### src/rtl/pipe_hazard_ctrl.sv
// pipe_hazard_ctrl: go/clear control for the 5-stage MIPS pipeline (load-use, redirect, halt/drain/resume).
// Optional statistics counters are built with `PIPE_STATS_EN`.
module pipe_hazard_ctrl #(
    parameter int REG_W        = 5,
    parameter int CNT_W        = 32,
    parameter int DRAIN_CYCLES = 3
) (
    input  logic             clk,
    input  logic             rst_n,
    input  logic [REG_W-1:0] id_rs,
    input  logic [REG_W-1:0] id_rt,
    input  logic             id_use_rs,
    input  logic             id_use_rt,
    input  logic             ex_mem_read,
    input  logic [REG_W-1:0] ex_rd,
    input  logic             ex_redirect,
    input  logic             ex_halt,
    input  logic             resume,
    output logic             pc_go,
    output logic             if_id_go,
    output logic             id_exe_go,
    output logic             ex_mem_go,
    output logic             mem_wb_go,
    output logic             if_id_clear,
    output logic             id_exe_clear_one,
    output logic             id_exe_clear_two,
    output logic             halted
`ifdef PIPE_STATS_EN
   ,output logic [CNT_W-1:0] stall_cnt,
    output logic [CNT_W-1:0] flush_cnt,
    output logic [CNT_W-1:0] halt_cnt
`endif
);
    localparam int D_W = (DRAIN_CYCLES > 1) ? $clog2(DRAIN_CYCLES) : 1;
    localparam logic [1:0] S_RUN    = 2'd0;
    localparam logic [1:0] S_DRAIN  = 2'd1;
    localparam logic [1:0] S_HALTED = 2'd2;

    logic [1:0]     state;
    logic [D_W-1:0] dcnt;
    logic           run_en, lu, run, rdr, stall, back;

    assign lu = ex_mem_read && ex_rd != '0 &&
                ((id_use_rs && id_rs == ex_rd) || (id_use_rt && id_rt == ex_rd));
    assign run   = run_en && state == S_RUN;
    // halt outranks redirect, and redirect flushes the ID instruction so lu is moot
    assign rdr   = run && !ex_halt && ex_redirect;
    assign stall = run && !ex_halt && !ex_redirect && lu;
    assign back  = run_en && (state == S_RUN || state == S_DRAIN);

    assign pc_go            = run && !stall;
    assign if_id_go         = run && !stall;
    assign id_exe_go        = run;
    assign ex_mem_go        = back;
    assign mem_wb_go        = back;
    assign if_id_clear      = rdr;
    assign id_exe_clear_two = rdr;
    assign id_exe_clear_one = stall;
    assign halted           = state == S_HALTED;

    always_ff @(posedge clk or negedge rst_n) begin
        if (!rst_n) begin
            run_en <= 1'b0;
            state  <= S_RUN;
            dcnt   <= '0;
        end else begin
            run_en <= 1'b1;
            if (run && ex_halt) begin
                state <= S_DRAIN;
                dcnt  <= D_W'(DRAIN_CYCLES - 1);
            end else if (state == S_DRAIN) begin
                if (dcnt == '0) state <= S_HALTED;
                else dcnt <= dcnt - D_W'(1);
            end else if (state == S_HALTED && resume) begin
                state <= S_RUN;
            end
        end
    end

`ifdef PIPE_STATS_EN
    always_ff @(posedge clk or negedge rst_n) begin
        if (!rst_n) begin
            stall_cnt <= '0;
            flush_cnt <= '0;
            halt_cnt  <= '0;
        end else begin
            if (stall && stall_cnt != '1) stall_cnt <= stall_cnt + CNT_W'(1);
            if (rdr && flush_cnt != '1) flush_cnt <= flush_cnt + CNT_W'(1);
            if (halted && halt_cnt != '1) halt_cnt <= halt_cnt + CNT_W'(1);
        end
    end
`endif
endmodule

### config.mk
export PLATFORM = sky130hd
export DESIGN_NAME = pipe_hazard_ctrl
export DESIGN_NICKNAME = d
export VERILOG_FILES = /design/src/rtl/pipe_hazard_ctrl.sv
export SDC_FILE = /design/constraint.sdc
export NUM_CORES = 1
export LEC_CHECK = 0
export ABC_AREA = 1
export CORE_AREA = 3 3 43 45
export CTS_CLUSTER_SIZE = 10
export DETAILED_ROUTE_END_ITERATION = 10
export DIE_AREA = 0 0 46 48
export PLACE_DENSITY = 0.7
export SLEW_MARGIN = 20
export SYNTH_ARGS = -nofsm -noshare
export SYNTH_HDL_FRONTEND = slang
export SYNTH_SLANG_ARGS = --single-unit
### constraint.sdc
create_clock -name clk -period 1.5 [get_ports clk]
set_input_delay 0.15 -clock clk [delete_from_list [all_inputs] [get_ports clk]]
set_output_delay 0.15 -clock clk [all_outputs]
set_load 0.005 [all_outputs]
==> results.py <==
metrics = {
    "cts": {
        "clk_path_buf_depth": 2,
        "cts_buffers": 3,
        "clk_pin_slew_worst_paths_ps": 40,
        "cts.htree.levels": 1,
        "cts.sinks": 5,
        "clk_latency_ps": 230,
        "cts-root-buf": "clkbuf_4",
        "cts_setup_buffers": 0,
        "cts_hold_buffers": 0,
        "cts_tree": "built",
    },
    "power_and_ir_drop": {
        "pwr-share-clk_pct": 15.8,
        "power_mw": 0.9341,
        "ir_worst_vdd_mv": 0.7346,
        "power.switching_mw": 0.3635,
        "p_sw_share_pct": 38.92,
        "combPwrFrac_pct": 60.5,
        "power_density_nw_per_um2": 1047,
        "intPower_mw": 0.5706,
        "seq_power_share_pct": 23.7,
        "p_leak_nw": 0.5335,
    },
    "synth": {
        "synth-main-ff-cell": "dfrtp_1",
        "synthTopCellsByCount": "nand2_1 (32), inv_1 (20), nor2_1 (13), dfrtp_1 (5), nand3_1 (5)",
        "synthXorXnorAreaFrac_pct": 0,
        "syn_area_um2": 516.7,
        "syn-num-nets": 117,
        "synthArstFlopShare_pct": 100.0,
        "synthAdderAreaFrac_pct": 2.421,
        "yosysWarnings": 0,
        "yosysTopAreaCell": "dfrtp_1",
        "synth_seq_cells": 5,
        "synth.yosys.seq_area_share_pct": 24.21,
        "synth_top_family_by_area": "simple AND/OR/NAND/NOR gates",
        "synth.distinct_cells": 18,
        "synthMuxAreaShare_pct": 0,
        "synth_top_area_share_pct": 24.21,
        "synth_simple_gate_area_share_pct": 45.28,
        "synthTopCellsByArea": "dfrtp_1 (24%), nand2_1 (23%), inv_1 (15%)",
        "yosysMostFrequentCell": "nand2_1",
        "avgSynthCellArea_um2": 5.556,
        "synth-edff-count": 0,
        "synth_compound_area_share_pct": 7.022,
        "synth_cells": 93,
    },
    "timing": {
        "fmax_mhz": 693.5,
        "slew_viol_final": 0,
        "finalHoldViolations": 0,
        "finalClockSkew_ps": 0.6408,
        "finalCriticalPeriod_ps": 1442,
        "tns_ps": 0,
        "period_share_pct": 96.14,
        "setup_violations": 0,
        "rsz0062_at_grt": "yes",
    },
    "detailed_routing": {
        "post_drt_wl_per_cell_um": 9.562,
        "drc": 0,
        "dr.pass1.iters": 2,
        "vias_per_cell": 4.322,
        "first_iter_violations": 2,
        "detail-route-antenna-nets": 0,
        "routed_wl_mm": 1.396,
        "via_count": 631,
    },
    "finish": {
        "syn2layout_area_growth_pct": 72.64,
        "instances_no_fill": 146,
        "antennaDiodeCount": 0,
        "final_nets": 155,
        "drive_gt1_share_pct": 20.00,
        "fin_area_um2": 892.1,
        "postLayoutCoreUtil_pct": 59.22,
        "fill_cells": 158,
    },
    "hold_path": {
        "hold_path_class": "input pin to asynchronous set/reset pin",
    },
    "setup_path": {
        "crit_fanout": 2,
        "path_class": "flip-flop to primary output",
        "start_kind": "flip-flop",
        "critPathArrivalTime_ps": 1290,
        "cp.required_ps": 1350,
        "crit_path_end_kind": "primary output",
    },
    "floorplan": {
        "die_w_um": 46,
        "fp-row-count": 14,
        "ios": 32,
        "die_area_um2": 2208,
        "initial_utilization_pct": 34.30,
        "core_um2": 1506,
        "dieHeight_um": 48,
    },
    "global_routing": {
        "grt_max_degree": 6,
        "grtUsageTotal_pct": 14.52,
        "grt_pass1_wl_mm": 2.228,
        "grt_overflow": 0,
        "antenna_found_initial": 0,
        "grt_pass1_vias": 583,
    },
    "place": {
        "portBuffers": 31,
        "gp_congestion": 0.8969,
        "place_inst": 142,
        "hpwlAfterDp_mm": 1.175,
        "place_area_um2": 862.1,
    },
    "status": {
        "outcome": "finished, final reports clean",
    },
    "flow_run": {
        "drv_cap": 0,
    },
}
[layout make-up]
class                           count  area, um^2  area share [%]
Multi-Input combinational cell     63       321.6           36.04
Sequential cell                     5       125.1           14.03
Tap cell                           16       20.02           2.244
Timing Repair Buffer               36       316.6           35.48
Inverter                           22       82.58           9.257
Clock buffer                        4       26.28           2.945
[cell families (layout without fill, tap and decap cells)]
logic type,Yosys count,count (layout)
other cells,1,1
flops,5,5
simple gates,55,55
buf+inv,25,62
fa+ha+maj,1,1
compound gates,6,6
[per-stage QoR]
| step | setup slack [ps] | hold WS, ps |
|---|---|---|
| finish | 57.96 | 127.8 |
| global route | -56.86 | 127.7 |
| CTS | -45.88 | 125.4 |
| detailed placement | -402.4 | 379.8 |
| global placement | -389.8 | 375.2 |
| floorplan | 331.1 | -145.6 |
[registers in the layout, indices dropped and copies added (netlist names)]
name and cells:
dcnt 2, state 2, run_en 1
[worst paths after layout]
| path | cells after the start | end | startpoint | slack [ps] |
|---|---|---|---|---|
| worst max-delay path | 7 | id_exe_clear_one | state[1] | 60 |
| worst min-delay path | 1 | run_en | rst_n | 130 |
| worst max register to register | 6 | dcnt[0] | dcnt[0] | 320 |
| worst min register to register | 2 | dcnt[1] | dcnt[1] | 520 |
| max in group asynchronous | 1 | state[0] | rst_n | 1200 |
| min in group clk | 2 | dcnt[1] | dcnt[1] | 520 |
[layout by cell type (no fill, tap or decap)]
cell type        count
nor2_4               1
conb_1               1
clkbuf_2             4
buf_2                1
clkdlybuf4s50_1     15
o211ai_1             1
nor3_4               1
ha_1                 1
nor2_2               1
o21ai_1              1
o21ai_0              1
buf_4                5
nand3_2              1
dlymetal6s2s_1       2
dlygate4sd2_1        9
nor2_1              12
and2_1               1
nand3_4              1
nand2_2              1
clkbuf_4             3
nor3_2               1
inv_1               18
inv_2                4
a21oi_2              2
dfrtp_1              5
nand2_1             31
a21oi_1              1
nand3_1              4
clkbuf_1             1
[per-layer routing]
metal / routed length (um) / vias to the layer above / GRT usage [%]
met2: 713 / 18 / 25.00
li1: - / 345 / -
met4: 8 / 0 / 9.659
met1: 558 / 266 / 15.81
met3: 116 / 2 / 3.383
met5: 0 / - / 0
[power groups by stage]
stage	combinational [mW]	sequential (mW)	clock (mW)
floorplan	0.301	0.228	0
global placement	0.581	0.223	0
detailed placement	0.600	0.224	0
global route	0.650	0.228	0.161
CTS	0.557	0.222	0.156
finish	0.565	0.222	0.148
[critical path, stage by stage, from the launching register on]
cell and delay (ps):
dfrtp_1 380, inv_2 80, nand3_4 70, nor2_4 110
nand3_2 60, nor2_2 130, and2_1 130, buf_2 100
[timing repair]
| item | 4_1_cts | 5_1_grt |
|---|---|---|
| resized for setup | 19 | 18 |
| pin swaps | 3 | 7 |
| endpoints found under the setup margin | 9 | 5 |
(Power assumes the default switching activity.)
